`src/rtl/spi_master_regs_if.sv`:
```
// Register-bus link between the AXI-Lite slave adapter and the SPI master register block.
interface spi_master_regs_if;
   logic [31:0]  bus2ip_data;
   logic [3:0]   bus2ip_wrce;
   logic [3:0]   bus2ip_rdce;
   logic [127:0] ip2bus_data;
   logic         ip2bus_wrack;
   logic         ip2bus_rdack;

   modport master (
      output bus2ip_data, bus2ip_wrce, bus2ip_rdce,
      input  ip2bus_data, ip2bus_wrack, ip2bus_rdack
   );

   modport slave (
      input  bus2ip_data, bus2ip_wrce, bus2ip_rdce,
      output ip2bus_data, ip2bus_wrack, ip2bus_rdack
   );
endinterface

```
`src/rtl/spi_master_regs.sv`:
```
// SPI master register block: decodes adapter strobes into CTRL/STATUS/TXDATA/RXDATA
// and runs a single-slave 8-bit SPI engine with selectable CPOL/CPHA.
module spi_master_regs #(
   parameter int unsigned DIV_W = 8
) (
   input  logic             ACLK,
   input  logic             ARESETn,
   spi_master_regs_if.slave bus,
   output logic             spi_sclk,
   output logic             spi_mosi,
   input  logic             spi_miso,
   output logic             spi_ss_n,
   output logic             irq
);

   localparam logic [1:0] StIdle  = 2'd0;
   localparam logic [1:0] StLead  = 2'd1;
   localparam logic [1:0] StShift = 2'd2;
   localparam logic [1:0] StTrail = 2'd3;
   localparam logic [DIV_W-1:0] DivOne = DIV_W'(1);

   logic [3:0]       wrce_prev_q, rdce_prev_q;
   logic             wrack_q, rdack_q;
   logic             enable_q, enable_d, cpol_q, cpol_d, cpha_q, cpha_d, irq_en_q, irq_en_d;
   logic [DIV_W-1:0] div_q, div_d;
   logic             rx_valid_q, rx_valid_d, tx_ovf_q, tx_ovf_d, done_q, done_d;
   logic [7:0]       txdata_q, txdata_d, rxdata_q, rxdata_d;
   logic [1:0]       state_q, state_d;
   logic [DIV_W-1:0] half_cnt_q, half_cnt_d, div_lat_q, div_lat_d;
   logic [4:0]       tog_cnt_q, tog_cnt_d;
   logic             cpol_lat_q, cpol_lat_d, cpha_lat_q, cpha_lat_d;
   logic [7:0]       tx_sr_q, tx_sr_d, rx_sr_q, rx_sr_d;
   logic             sclk_q, sclk_d, mosi_q, mosi_d, ss_n_q, ss_n_d;
   logic             wr_edge, rd_edge, wr_ctrl, wr_status, wr_tx, rd_rx;
   logic             busy, abort, start, toggle;
   logic [31:0]      ctrl_word;

   // Multi-bit strobes still produce an edge (and ack) but match no register.
   assign wr_edge   = (bus.bus2ip_wrce != 4'd0) && (wrce_prev_q == 4'd0);
   assign rd_edge   = (bus.bus2ip_rdce != 4'd0) && (rdce_prev_q == 4'd0);
   assign wr_ctrl   = wr_edge && (bus.bus2ip_wrce == 4'b0001);
   assign wr_status = wr_edge && (bus.bus2ip_wrce == 4'b0010);
   assign wr_tx     = wr_edge && (bus.bus2ip_wrce == 4'b0100);
   assign rd_rx     = rd_edge && (bus.bus2ip_rdce == 4'b1000);

   assign busy  = (state_q != StIdle);
   assign abort = busy && wr_ctrl && !bus.bus2ip_data[0];
   assign start = !busy && wr_tx && enable_q;

   always_comb begin
      enable_d   = enable_q;
      cpol_d     = cpol_q;
      cpha_d     = cpha_q;
      irq_en_d   = irq_en_q;
      div_d      = div_q;
      rx_valid_d = rx_valid_q;
      tx_ovf_d   = tx_ovf_q;
      done_d     = done_q;
      txdata_d   = txdata_q;
      rxdata_d   = rxdata_q;
      state_d    = state_q;
      half_cnt_d = half_cnt_q;
      div_lat_d  = div_lat_q;
      tog_cnt_d  = tog_cnt_q;
      cpol_lat_d = cpol_lat_q;
      cpha_lat_d = cpha_lat_q;
      tx_sr_d    = tx_sr_q;
      rx_sr_d    = rx_sr_q;
      sclk_d     = sclk_q;
      mosi_d     = mosi_q;
      ss_n_d     = ss_n_q;
      toggle     = 1'b0;

      if (wr_ctrl) begin
         enable_d = bus.bus2ip_data[0];
         cpol_d   = bus.bus2ip_data[1];
         cpha_d   = bus.bus2ip_data[2];
         irq_en_d = bus.bus2ip_data[3];
         div_d    = bus.bus2ip_data[8 +: DIV_W];
      end
      if (wr_status) begin
         if (bus.bus2ip_data[2]) tx_ovf_d = 1'b0;
         if (bus.bus2ip_data[3]) done_d = 1'b0;
      end
      if (rd_rx) rx_valid_d = 1'b0;
      if (wr_tx) begin
         txdata_d = bus.bus2ip_data[7:0];
         if (busy) tx_ovf_d = 1'b1;
      end

      if (abort) begin
         state_d = StIdle;
         ss_n_d  = 1'b1;
         sclk_d  = cpol_d;
      end else begin
         unique case (state_q)
            StIdle: begin
               ss_n_d = 1'b1;
               sclk_d = cpol_d;
               if (start) begin
                  state_d    = StLead;
                  ss_n_d     = 1'b0;
                  half_cnt_d = div_q;
                  div_lat_d  = div_q;
                  cpol_lat_d = cpol_q;
                  cpha_lat_d = cpha_q;
                  tog_cnt_d  = 5'd0;
                  // CPHA=0 presents bit 7 during LEAD; CPHA=1 drives it on the first edge.
                  if (cpha_q) begin
                     tx_sr_d = bus.bus2ip_data[7:0];
                  end else begin
                     mosi_d  = bus.bus2ip_data[7];
                     tx_sr_d = {bus.bus2ip_data[6:0], 1'b0};
                  end
               end
            end
            StLead, StShift: begin
               if (half_cnt_q != '0) begin
                  half_cnt_d = half_cnt_q - DivOne;
               end else begin
                  half_cnt_d = div_lat_q;
                  if (tog_cnt_q == 5'd16) begin
                     state_d = StTrail;
                  end else begin
                     state_d = StShift;
                     toggle  = 1'b1;
                  end
               end
            end
            StTrail: begin
               if (half_cnt_q != '0) begin
                  half_cnt_d = half_cnt_q - DivOne;
               end else begin
                  state_d    = StIdle;
                  ss_n_d     = 1'b1;
                  rxdata_d   = rx_sr_q;
                  rx_valid_d = 1'b1;
                  done_d     = 1'b1;
               end
            end
            default: state_d = StIdle;
         endcase
      end

      // Odd toggles are the leading edge: sample there for CPHA=0, shift for CPHA=1.
      if (toggle) begin
         tog_cnt_d = tog_cnt_q + 5'd1;
         sclk_d    = ~sclk_q;
         if (tog_cnt_d[0] ^ cpha_lat_q) begin
            rx_sr_d = {rx_sr_q[6:0], spi_miso};
         end else begin
            mosi_d  = tx_sr_q[7];
            tx_sr_d = {tx_sr_q[6:0], 1'b0};
         end
      end
   end

   always_ff @(posedge ACLK or negedge ARESETn) begin
      if (!ARESETn) begin
         wrce_prev_q <= 4'd0;
         rdce_prev_q <= 4'd0;
         wrack_q     <= 1'b0;
         rdack_q     <= 1'b0;
         enable_q    <= 1'b0;
         cpol_q      <= 1'b0;
         cpha_q      <= 1'b0;
         irq_en_q    <= 1'b0;
         div_q       <= '0;
         rx_valid_q  <= 1'b0;
         tx_ovf_q    <= 1'b0;
         done_q      <= 1'b0;
         txdata_q    <= 8'd0;
         rxdata_q    <= 8'd0;
         state_q     <= StIdle;
         half_cnt_q  <= '0;
         div_lat_q   <= '0;
         tog_cnt_q   <= 5'd0;
         cpol_lat_q  <= 1'b0;
         cpha_lat_q  <= 1'b0;
         tx_sr_q     <= 8'd0;
         rx_sr_q     <= 8'd0;
         sclk_q      <= 1'b0;
         mosi_q      <= 1'b0;
         ss_n_q      <= 1'b1;
      end else begin
         wrce_prev_q <= bus.bus2ip_wrce;
         rdce_prev_q <= bus.bus2ip_rdce;
         wrack_q     <= wr_edge;
         rdack_q     <= rd_edge;
         enable_q    <= enable_d;
         cpol_q      <= cpol_d;
         cpha_q      <= cpha_d;
         irq_en_q    <= irq_en_d;
         div_q       <= div_d;
         rx_valid_q  <= rx_valid_d;
         tx_ovf_q    <= tx_ovf_d;
         done_q      <= done_d;
         txdata_q    <= txdata_d;
         rxdata_q    <= rxdata_d;
         state_q     <= state_d;
         half_cnt_q  <= half_cnt_d;
         div_lat_q   <= div_lat_d;
         tog_cnt_q   <= tog_cnt_d;
         cpol_lat_q  <= cpol_lat_d;
         cpha_lat_q  <= cpha_lat_d;
         tx_sr_q     <= tx_sr_d;
         rx_sr_q     <= rx_sr_d;
         sclk_q      <= sclk_d;
         mosi_q      <= mosi_d;
         ss_n_q      <= ss_n_d;
      end
   end

   always_comb begin
      ctrl_word              = 32'd0;
      ctrl_word[0]           = enable_q;
      ctrl_word[1]           = cpol_q;
      ctrl_word[2]           = cpha_q;
      ctrl_word[3]           = irq_en_q;
      ctrl_word[8 +: DIV_W]  = div_q;
   end

   assign bus.ip2bus_data  = {{24'd0, rxdata_q},
                              {24'd0, txdata_q},
                              {28'd0, done_q, tx_ovf_q, rx_valid_q, busy},
                              ctrl_word};
   assign bus.ip2bus_wrack = wrack_q;
   assign bus.ip2bus_rdack = rdack_q;

   assign spi_sclk = sclk_q;
   assign spi_mosi = mosi_q;
   assign spi_ss_n = ss_n_q;
   assign irq      = done_q & irq_en_q;

endmodule

```
`src/flat_wrapper.sv`:
```
// flat-port wrapper written by rule: the top's interface ports become plain ports
module spi_master_regs_flat 
#(
   parameter int unsigned DIV_W = 8
)
  (ACLK, ARESETn, spi_sclk, spi_mosi, spi_miso, spi_ss_n, irq, bus_bus2ip_data, bus_bus2ip_wrce, bus_bus2ip_rdce, bus_ip2bus_data, bus_ip2bus_wrack, bus_ip2bus_rdack);
  spi_master_regs_if bus_i ();
  input  logic ACLK;
  input  logic ARESETn;
  output logic spi_sclk;
  output logic spi_mosi;
  input  logic spi_miso;
  output logic spi_ss_n;
  output logic irq;
  input wire logic [$bits(bus_i.bus2ip_data)-1:0] bus_bus2ip_data;
  input wire logic [$bits(bus_i.bus2ip_wrce)-1:0] bus_bus2ip_wrce;
  input wire logic [$bits(bus_i.bus2ip_rdce)-1:0] bus_bus2ip_rdce;
  output wire logic [$bits(bus_i.ip2bus_data)-1:0] bus_ip2bus_data;
  output wire logic [$bits(bus_i.ip2bus_wrack)-1:0] bus_ip2bus_wrack;
  output wire logic [$bits(bus_i.ip2bus_rdack)-1:0] bus_ip2bus_rdack;
  assign bus_i.bus2ip_data = bus_bus2ip_data;
  assign bus_i.bus2ip_wrce = bus_bus2ip_wrce;
  assign bus_i.bus2ip_rdce = bus_bus2ip_rdce;
  assign bus_ip2bus_data = bus_i.ip2bus_data;
  assign bus_ip2bus_wrack = bus_i.ip2bus_wrack;
  assign bus_ip2bus_rdack = bus_i.ip2bus_rdack;
  spi_master_regs #(.DIV_W(DIV_W)) u_core (.ACLK(ACLK), .ARESETn(ARESETn), .bus(bus_i), .spi_sclk(spi_sclk), .spi_mosi(spi_mosi), .spi_miso(spi_miso), .spi_ss_n(spi_ss_n), .irq(irq));
endmodule
```
`config.mk`:
```
export PLATFORM = sky130hd
export DESIGN_NAME = spi_master_regs_flat
export DESIGN_NICKNAME = d
export VERILOG_FILES = /design/src/rtl/spi_master_regs_if.sv /design/src/rtl/spi_master_regs.sv /design/src/flat_wrapper.sv
export SDC_FILE = /design/constraint.sdc
export NUM_CORES = 1
export LEC_CHECK = 0
export ABC_AREA = 1
export CAP_MARGIN = 30
export CORE_ASPECT_RATIO = 0.8
export CORE_MARGIN = 2
export CORE_UTILIZATION = 41
export CTS_CLUSTER_DIAMETER = 120
export DETAILED_ROUTE_END_ITERATION = 12
export PLACE_DENSITY = 0.81
export SYNTH_ARGS = -nofsm -noshare
export SYNTH_HDL_FRONTEND = slang
export SYNTH_SLANG_ARGS = --single-unit
```
`constraint.sdc`:
```
create_clock -name ACLK -period 1.6 [get_ports ACLK]
set_input_delay 0.48 -clock ACLK [delete_from_list [all_inputs] [get_ports ACLK]]
set_output_delay 0.48 -clock ACLK [all_outputs]
set_load 0.1 [all_outputs]
```
# ---- Word-level counts from Yosys, hierarchy flattened
# Index checks and enable logic that the tools add are counted.
dict set report classes {
  n_addsub 2
  eq_ne 14
  n_mux 51
  n_bitwise 5
  n_reduce_logical 31
}
# operator count
set op_table {}
lappend op_table {{2-to-1 mux 8 bit} 9}
lappend op_table {{2-to-1 mux 1 bit} 31}
lappend op_table {{case mux 8 bit (3 select lines)} 1}
lappend op_table {{2-to-1 mux 5 bit} 4}
lappend op_table {{AND reduction 3 bit} 5}
lappend op_table {{logical AND 1 bit} 10}
lappend op_table {{zero test 4 bit} 2}
lappend op_table {{2-to-1 mux 2 bit} 4}
lappend op_table {{nonzero test 4 bit} 2}
lappend op_table {{nonzero test 8 bit} 1}
lappend op_table {{subtractor 8 x 1 -> 8 bit (second input constant)} 1}
lappend op_table {{inequality test 3 x 2 -> 1 bit (second input constant)} 2}
lappend op_table {{case mux 2 bit (3 select lines)} 1}
lappend op_table {{nonzero test 2 bit} 3}
lappend op_table {{nonzero test 3 bit} 2}
lappend op_table {{adder 5 x 1 -> 5 bit (second input constant)} 1}
lappend op_table {{== test 5 bit (second input constant)} 1}
lappend op_table {{== test 2 bit (second input constant)} 2}
lappend op_table {{== test 4 x 1 -> 1 bit (second input constant)} 1}
lappend op_table {{== test 4 x 2 -> 1 bit (second input constant)} 1}
lappend op_table {{== test 4 x 3 -> 1 bit (second input constant)} 1}
lappend op_table {{== test 4 bit (second input constant)} 1}
lappend op_table {{inequality test 2 x 1 -> 1 bit (second input constant)} 2}
lappend op_table {{AND reduction 2 bit} 2}
lappend op_table {{10 further kinds} 13}
dict set report word_totals {
  regBits 84
  inputBits 43
  out_inout_bits 134
}

# ---- Longest topological paths before layout
# Gate-level depths: netlist of the first run.
dict set report depth {
  depth_word 10
  mapped_depth 12
  mapped_depth_nobuf 11
}

# ---- Worst setup path after synthesis of the first run
# OpenSTA, ideal clock, no wires.
dict set report synth_path {
  path_kind {reg2reg}
  from {reg u_core.half_cnt_q[0]}
  to {reg u_core.rx_sr_q[0]}
  arrival_time_ps 1450
  t_required_ps 1474
  path_slack_ps 24
  stages_incl_launch_ff 11
  n_path_buf 1
  path_cell_list {dfrtp_1 -> inv_1 -> ha_1 -> nand3_1 -> inv_1 -> nand2_4 -> nor2_8 -> nand2_4 -> nor2_8 -> buf_8 -> o21ai_0}
}
dict set report synth_via {
  elab_chain_len 5
}
# element line
set synth_rtl {}
lappend synth_rtl {{start, declared} spi_master_regs.sv:29} ;# logic [DIV_W-1:0] half_cnt_q, half_cnt_d, div_lat_q, div_lat_d;
lappend synth_rtl {{start signal, assigned} spi_master_regs.sv:201} ;# half_cnt_q <= half_cnt_d;
lappend synth_rtl {{nonzero test 8 bit} spi_master_regs.sv:118} ;# if (half_cnt_q != '0) begin
lappend synth_rtl {{2-to-1 mux 1 bit} spi_master_regs.sv:118}
lappend synth_rtl {{2-to-1 mux 1 bit} spi_master_regs.sv:96} ;# unique case (state_q)
lappend synth_rtl {{2-to-1 mux 1 bit} spi_master_regs.sv:91} ;# if (abort) begin
lappend synth_rtl {{AND reduction 2 bit (no source line)} --}
lappend synth_rtl {{end signal, assigned} spi_master_regs.sv:207} ;# rx_sr_q <= rx_sr_d;
lappend synth_rtl {{end, declared} spi_master_regs.sv:32} ;# logic [7:0] tx_sr_q, tx_sr_d, rx_sr_q, rx_sr_d;
# No other way between the ends.
# A chain may end at the register's enable or synchronous reset.

# ---- Final worst setup path of the first run
dict set report layout_path {
  from {reg u_core.state_q[0]}
  to {out bus_ip2bus_data[32]}
}
dict set report layout_via {
  elab_chain_len 1
}
# element line
set layout_rtl {}
lappend layout_rtl {{start, declared} spi_master_regs.sv:28} ;# logic [1:0] state_q, state_d;
lappend layout_rtl {{start signal, assigned} spi_master_regs.sv:174} ;# state_q <= StIdle;
lappend layout_rtl {{start signal, assigned} spi_master_regs.sv:200} ;# state_q <= state_d;
lappend layout_rtl {{nonzero test 2 bit} spi_master_regs.sv:46} ;# assign busy = (state_q != StIdle);
lappend layout_rtl {{end, declared} flat_wrapper.sv:18} ;# output wire logic [$bits(bus_i.ip2bus_data)-1:0] bus_ip2bus_data;
# No other way between the ends.

==> impl_metrics.toml, run 1 <==
[setup_path]
start_kind = "register"
critPathArrivalTime_ps = 1210
regToRegStartpoint = "u_core.state_q[0]"
path_class = "reg -> out"
crit_start = "u_core.state_q[0]"
endpoint_kind = "output port"
critPathMaxFanout = 5
cp.required_ps = 1120

[power_and_ir_drop]
power_leakage_uw = 0.00351
power_frac_clock_pct = 20.5
powerDensity_mw_per_mm2 = 1660
swShare_pct = 46.9
power_frac_comb_pct = 53.8
power.switching_uw = 5220
vdd_drop_max_mv = 1.07
internal-power_uw = 5900
seq_power_share_pct = 25.6

[logic_synthesis]
synthArstFlopShare_pct = 100
synth_area_mm2 = 0.00500
yosysWarningCount = 0
ys_seq_area_share_pct = 42.1
synthCells = 612
synth_common_cells = "143 x nand2_1, 105 x buf_4, 83 x dfrtp_1, 73 x inv_1, 52 x o21ai_0"
synth_edf_count = 0
synth_cell_types = 37
yosys_most_used_dff = "dfrtp_1"
synth_top_cell_by_area = "dfrtp_1"
yosys.area.top_type_share_pct = 41.6
yosysMostFrequentCell = "nand2_1"
ys_top_cells_by_area = "dfrtp_1 42%, buf_4 16%, nand2_1 11%, inv_1 5.5%, o21ai_0 5.2%"
ys_seq_elements = 84
avgSynthCellArea_um2 = 8.16

[cells_and_area]
drive_gt1_share_pct = 24.0
layout.cells.non_filler = 890
multi_input_area_mm2 = 0.00221
antenna_cells = 0
seq_area_mm2 = 0.00210
area_growth_pct = 34.3
nets = 783
n_fill_cell = 1023

[global_routing]
use_met2_pct = 28.2
met1_usage_pct = 22.9
gr-total-overflow = 0
met3_usage_pct = 4.20
grt_pass1_vias = 3683
grtUsageTotal_pct = 17.3
antenna_found_initial = 1
grt_pass1_wl_um = 17800
busiest_layer = "met2"
grt_start_max_net_pins = 30

[placement]
hpwl_um = 7760
place_congestion = 0.881
io_buffer_count = 64
dp.cells = 845
place_ws_ps = -527

[floorplanning]
dieHeight_um = 103
num_rows = 36
dieArea_mm2 = 0.0131
fp.dieW_um = 127
coreArea_mm2 = 0.0120
boundaryPins = 177
initial_core_util_pct = 41.5

[clocking]
cts_tree = "built"
hold_buffers = 0
clk_pin_slew_ps = 60
cts_buffers = 9
clock_sinks = 84
clk_path_buf_depth = 2
root_buffer = "clkbuf_16"
insertion_delay_ps = 340
htreeDepth = 3

[route]
vias = 4043
wl_per_cell_um = 13.1
via_per_inst = 4.54
ant_nets = 0
drt_iter0_drc = 373
drc = 0
dr.pass1.iters = 5
wirelength_um = 11700

[timing]
grt_setup_unrepaired = "true"
fin_hold_ws_ps = 21.6
finalClockSkew_ps = 7.03
setup_viol_count_final = 7
report.final.slew_viol_count = 0
fin_ws_ps = -86.2
period_minus_slack_ps = 1690
period_share_pct = 105
finalHoldViolations = 0
timing.fmax_mhz = 593

[outcome]
violations = "negative setup slack"
status = "finished, violations left"

[run]
max_cap_violations = 0

[worst_hold_path]
min_path_type = "in -> async"
==> power by group through the flow <==
stage | clock (µW) | combinational, µW | sequential [µW]
2_1_floorplan | 0 | 3320 | 3510
3_3_place_gp | 0 | 5260 | 2860
3_5_place_dp | 0 | 5370 | 2860
4_1_cts | 2310 | 5600 | 2830
5_1_grt | 2410 | 6360 | 2890
6_report | 2280 | 5980 | 2850
==> worst max-delay path: stages, from the launching register on <==
cell and delay, ps:
dfrtp_1 390, inv_2 80, ha_4 180, inv_4 50, buf_12 160
==> kinds of logic after synthesis <==
group | after synthesis | share of synthesized area (%)
compound gates | 87 | 9.07
xor+xnor | 5 | 1.03
fa+ha+maj | 7 | 1.75
buf+inv | 195 | 23.6
flops | 84 | 42.1
mux | 3 | 0.676
other cells | 1 | 0.0751
simple gates | 230 | 21.7
==> sequential cells by signal, summed over array words and instances, names as in the netlist, 5 cells and up <==
register,count
u_core.div_lat_q,8
u_core.rxdata_q,8
u_core.div_q,8
u_core.txdata_q,8
u_core.tog_cnt_q,5
u_core.half_cnt_q,8
u_core.rx_sr_q,8
u_core.tx_sr_q,8
==> through the flow <==
stage	TNS [ps]	total power, µW	area, µm²	utilization (%)
3_5_place_dp	-30040	8230	6020	50.1
5_1_grt	-1700	11700	6710	55.8
6_report	-221	11100	6710	55.8
4_1_cts	-97.6	10700	6530	54.3
2_1_floorplan	0	6830	5350	-
3_3_place_gp	-28040	8120	6020	50.1
==> cell type report <==
type	count	share of cell area [%]
Clock buffer	11	3.62
Clock inverter	5	1.25
Inverter	74	4.18
Multi-Input combinational cell	432	33.0
Sequential cell	84	31.4
Tap cell	152	2.84
Timing Repair Buffer	132	23.8
==> per-layer routing <==
| layer | vias to the layer above | part of all wire [%] |
|---|---|---|
| met5 | - | 0 |
| met4 | 0 | 1.3 |
| met3 | 23 | 7.2 |
| met2 | 172 | 48 |
| met1 | 1893 | 43 |
| li1 | 1955 | - |
==> layout by cell type (no fill, tap or decap), drive strengths merged <==
cell type / n
a31oi: 3
mux2: 3
conb: 96
xnor2: 2
dfstp: 1
o22ai: 1
nor3: 1
ha: 7
o21ai: 72
clkdlybuf4s50: 21
dfrtp: 83
o211ai: 1
nand3: 40
nand4: 1
inv: 75
nand2: 150
a21oi: 9
clkbuf: 11
nand3b: 2
xor2: 3
nor2: 40
dlygate4sd2: 4
clkinvlp: 1
bufinv: 2
o21a: 1
buf: 107
clkinv: 1
==> repair_timing <==
action | CTS | global route
gates cloned | 4 | 0
endpoints found under the setup margin | 58 | 53
pin swaps | 7 | 10
buffers inserted | 12 | 13
gates resized for setup | 21 | 25
==> final timing paths <==
path | end | slack (ps) | depth (start not counted)
setup / recovery | bus_ip2bus_data[32] | -90 | 4
hold / removal | u_core.div_lat_q[7] | 20 | 1
setup reg to reg | u_core.half_cnt_q[0] | -50 | 8
hold reg to reg | u_core.rx_sr_q[6] | 480 | 2
max in group asynchronous | u_core.rx_sr_q[5] | 1050 | 2
min in group ACLK | u_core.wrce_prev_q[3] | 410 | 1
Note: power is estimated with default switching activity, not from simulation.
==> run 2: changes to the inputs <==
--- a/config.mk
+++ b/config.mk
@@ -6,6 +6,7 @@
 export NUM_CORES = 1
 export LEC_CHECK = 0
 export ABC_AREA = 1
+export ABC_CLOCK_PERIOD_IN_PS = 1600
 export CAP_MARGIN = 30
 export CORE_ASPECT_RATIO = 0.8
 export CORE_MARGIN = 2
==> results of run 2 <==
No change in the layout: final DEF, timing and power equal those of run 1.
==> run 3: changes to the inputs <==
--- a/config.mk
+++ b/config.mk
@@ -8,10 +8,13 @@
 export ABC_AREA = 1
 export ABC_CLOCK_PERIOD_IN_PS = 1600
 export CAP_MARGIN = 30
+export CELL_PAD_IN_SITES_DETAIL_PLACEMENT = 1
+export CELL_PAD_IN_SITES_GLOBAL_PLACEMENT = 2
 export CORE_ASPECT_RATIO = 0.8
 export CORE_MARGIN = 2
-export CORE_UTILIZATION = 41
+export CORE_UTILIZATION = 23
 export CTS_CLUSTER_DIAMETER = 120
+export CTS_CLUSTER_SIZE = 24
 export DETAILED_ROUTE_END_ITERATION = 12
 export PLACE_DENSITY = 0.81
 export SYNTH_ARGS = -nofsm -noshare
==> impl_metrics.toml, run 3 (synthesis gave the netlist of run 1 again) <==
[outcome]
status = "finished, violations left"
violations = "negative setup slack"

[power_and_ir_drop]
power_uw = 11100
power_leakage_uw = 0.00350
vdd_drop_max_mv = 0.697
powerDensity_mw_per_mm2 = 1620

[timing]
fin_ws_ps = -107
finalHoldViolations = 0
report.final.slew_viol_count = 0
period_share_pct = 107
finalClockSkew_ps = 10.4
grt_setup_unrepaired = "true"
timing.fmax_mhz = 586
period_minus_slack_ps = 1710
setup_viol_count_final = 8
finalSetupTns_ps = -163

[clocking]
clock_sinks = 84
htreeDepth = 3
clk_path_buf_depth = 2
root_buffer = "clkbuf_16"
cts_tree = "built"
cts_buffers = 9
insertion_delay_ps = 360
clk_pin_slew_ps = 70

[setup_path]
cp.required_ps = 1120
critPathMaxFanout = 5
critPathArrivalTime_ps = 1230
start_kind = "register"
crit_start = "u_core.state_q[0]"
path_class = "reg -> out"
cp-endpoint = "bus_ip2bus_data[32]"
regToRegStartpoint = "u_core.state_q[0]"
worstRegToRegCells = 10
r2r-end = "u_core.half_cnt_q[7]"
ff2ff_setup_slack_ps = -20
endpoint_kind = "output port"

[cells_and_area]
final_cell_mix = "129 x nand2_1, 96 x conb_1, 82 x dfrtp_1"
antenna_cells = 0
area_growth_pct = 37.6
nets = 781
layout_commonest_cell = "nand2_1"
n_fill_cell = 2500
drive_gt1_share_pct = 26.2

[route]
dr.pass1.iters = 4
top_layer_used = "met4"
drt_iter0_drc = 154
via_per_inst = 3.93
drc = 0
vias = 3974
m1WireLength_um = 6720
wl_per_cell_um = 13.6
ant_nets = 0
wirelength_um = 13800
dr_wl_met3_um = 565
wl_met2_um = 6300

[floorplanning]
initial_core_util_pct = 23.3
coreArea_mm2 = 0.0214
boundaryPins = 177
dieHeight_um = 136
fp.dieW_um = 169
dieArea_mm2 = 0.0229
num_rows = 48

[global_routing]
gr-total-overflow = 0
grt_start_max_net_pins = 59
grtUsageTotal_pct = 12.4
antenna_found_initial = 1
grt_pass1_wl_um = 22000
grt_pass1_vias = 3980

[run]
max_cap_violations = 0

[placement]
io_buffer_count = 64
place_congestion = 0.735
hpwl_um = 9980

[worst_hold_path]
min_path_type = "in -> async"
run 3: cell type report:
class	instances	area (µm²)	area share [%]
Clock buffer	9	225	3.28
Clock inverter	7	71.3	1.04
Inverter	74	280	4.08
Multi-Input combinational cell	433	2290	33.3
Sequential cell	84	2100	30.6
Tap cell	275	344	5.00
Timing Repair Buffer	129	1560	22.7
run 3: critical path: stages, from the launching register on:
cell     delay, ps
dfrtp_1        390
inv_2           80
ha_4           180
inv_4           50
buf_12         160
run 3: metal layers:
layer / vias up / GRT usage (%)
met5: - / 0
met4: 0 / 3.02
met3: 14 / 3.14
met2: 76 / 19.6
met1: 1925 / 17.1
li1: 1959 / -
run 3: report_power, final:
part / internal [µW] / total [µW] / switching, µW
Clock: 1110 / 2160 / 1040
Combinational: 2010 / 6120 / 4110
Sequential: 2540 / 2860 / 322
run 3: metrics by stage:
| stage | setup WS [ps] | hold WS, ps | util (%) | cells | area [µm²] |
|---|---|---|---|---|---|
| after floorplan | 24.4 | 184 | - | 707 | 5350 |
| after global placement | -541 | 463 | 29.1 | 978 | 6240 |
| after detailed placement | -614 | 474 | 29.1 | 978 | 6240 |
| after CTS | -114 | 126 | 31.2 | 1004 | 6700 |
| after global routing | -149 | 134 | 32.1 | 1011 | 6880 |
| final | -107 | 105 | 32.1 | 1011 | 6880 |
run 3: repair_timing:
item / 4_1_cts / 5_1_grt
setup buffers: 7 / 5
hold buffers: 0 / 0
cloned: 3 / 2
endpoints found under the setup margin: 57 / 57
pin swaps: 6 / 9
resized for setup: 28 / 43
run 3: worst min path at each step:
| stage | from | end | slack, ps |
|---|---|---|---|
| global route | ARESETn | u_core.wrce_prev_q[0] | 130 |
| detailed placement | u_core.div_lat_q[7] | u_core.div_lat_q[7] | 470 |
| CTS | ARESETn | u_core.wrce_prev_q[0] | 130 |
| global placement | u_core.rx_sr_q[6] | u_core.rx_sr_q[7] | 460 |
| floorplan | ARESETn | u_core.bus.ip2bus_rdack | 180 |
| finish | ARESETn | u_core.wrce_prev_q[0] | 100 |
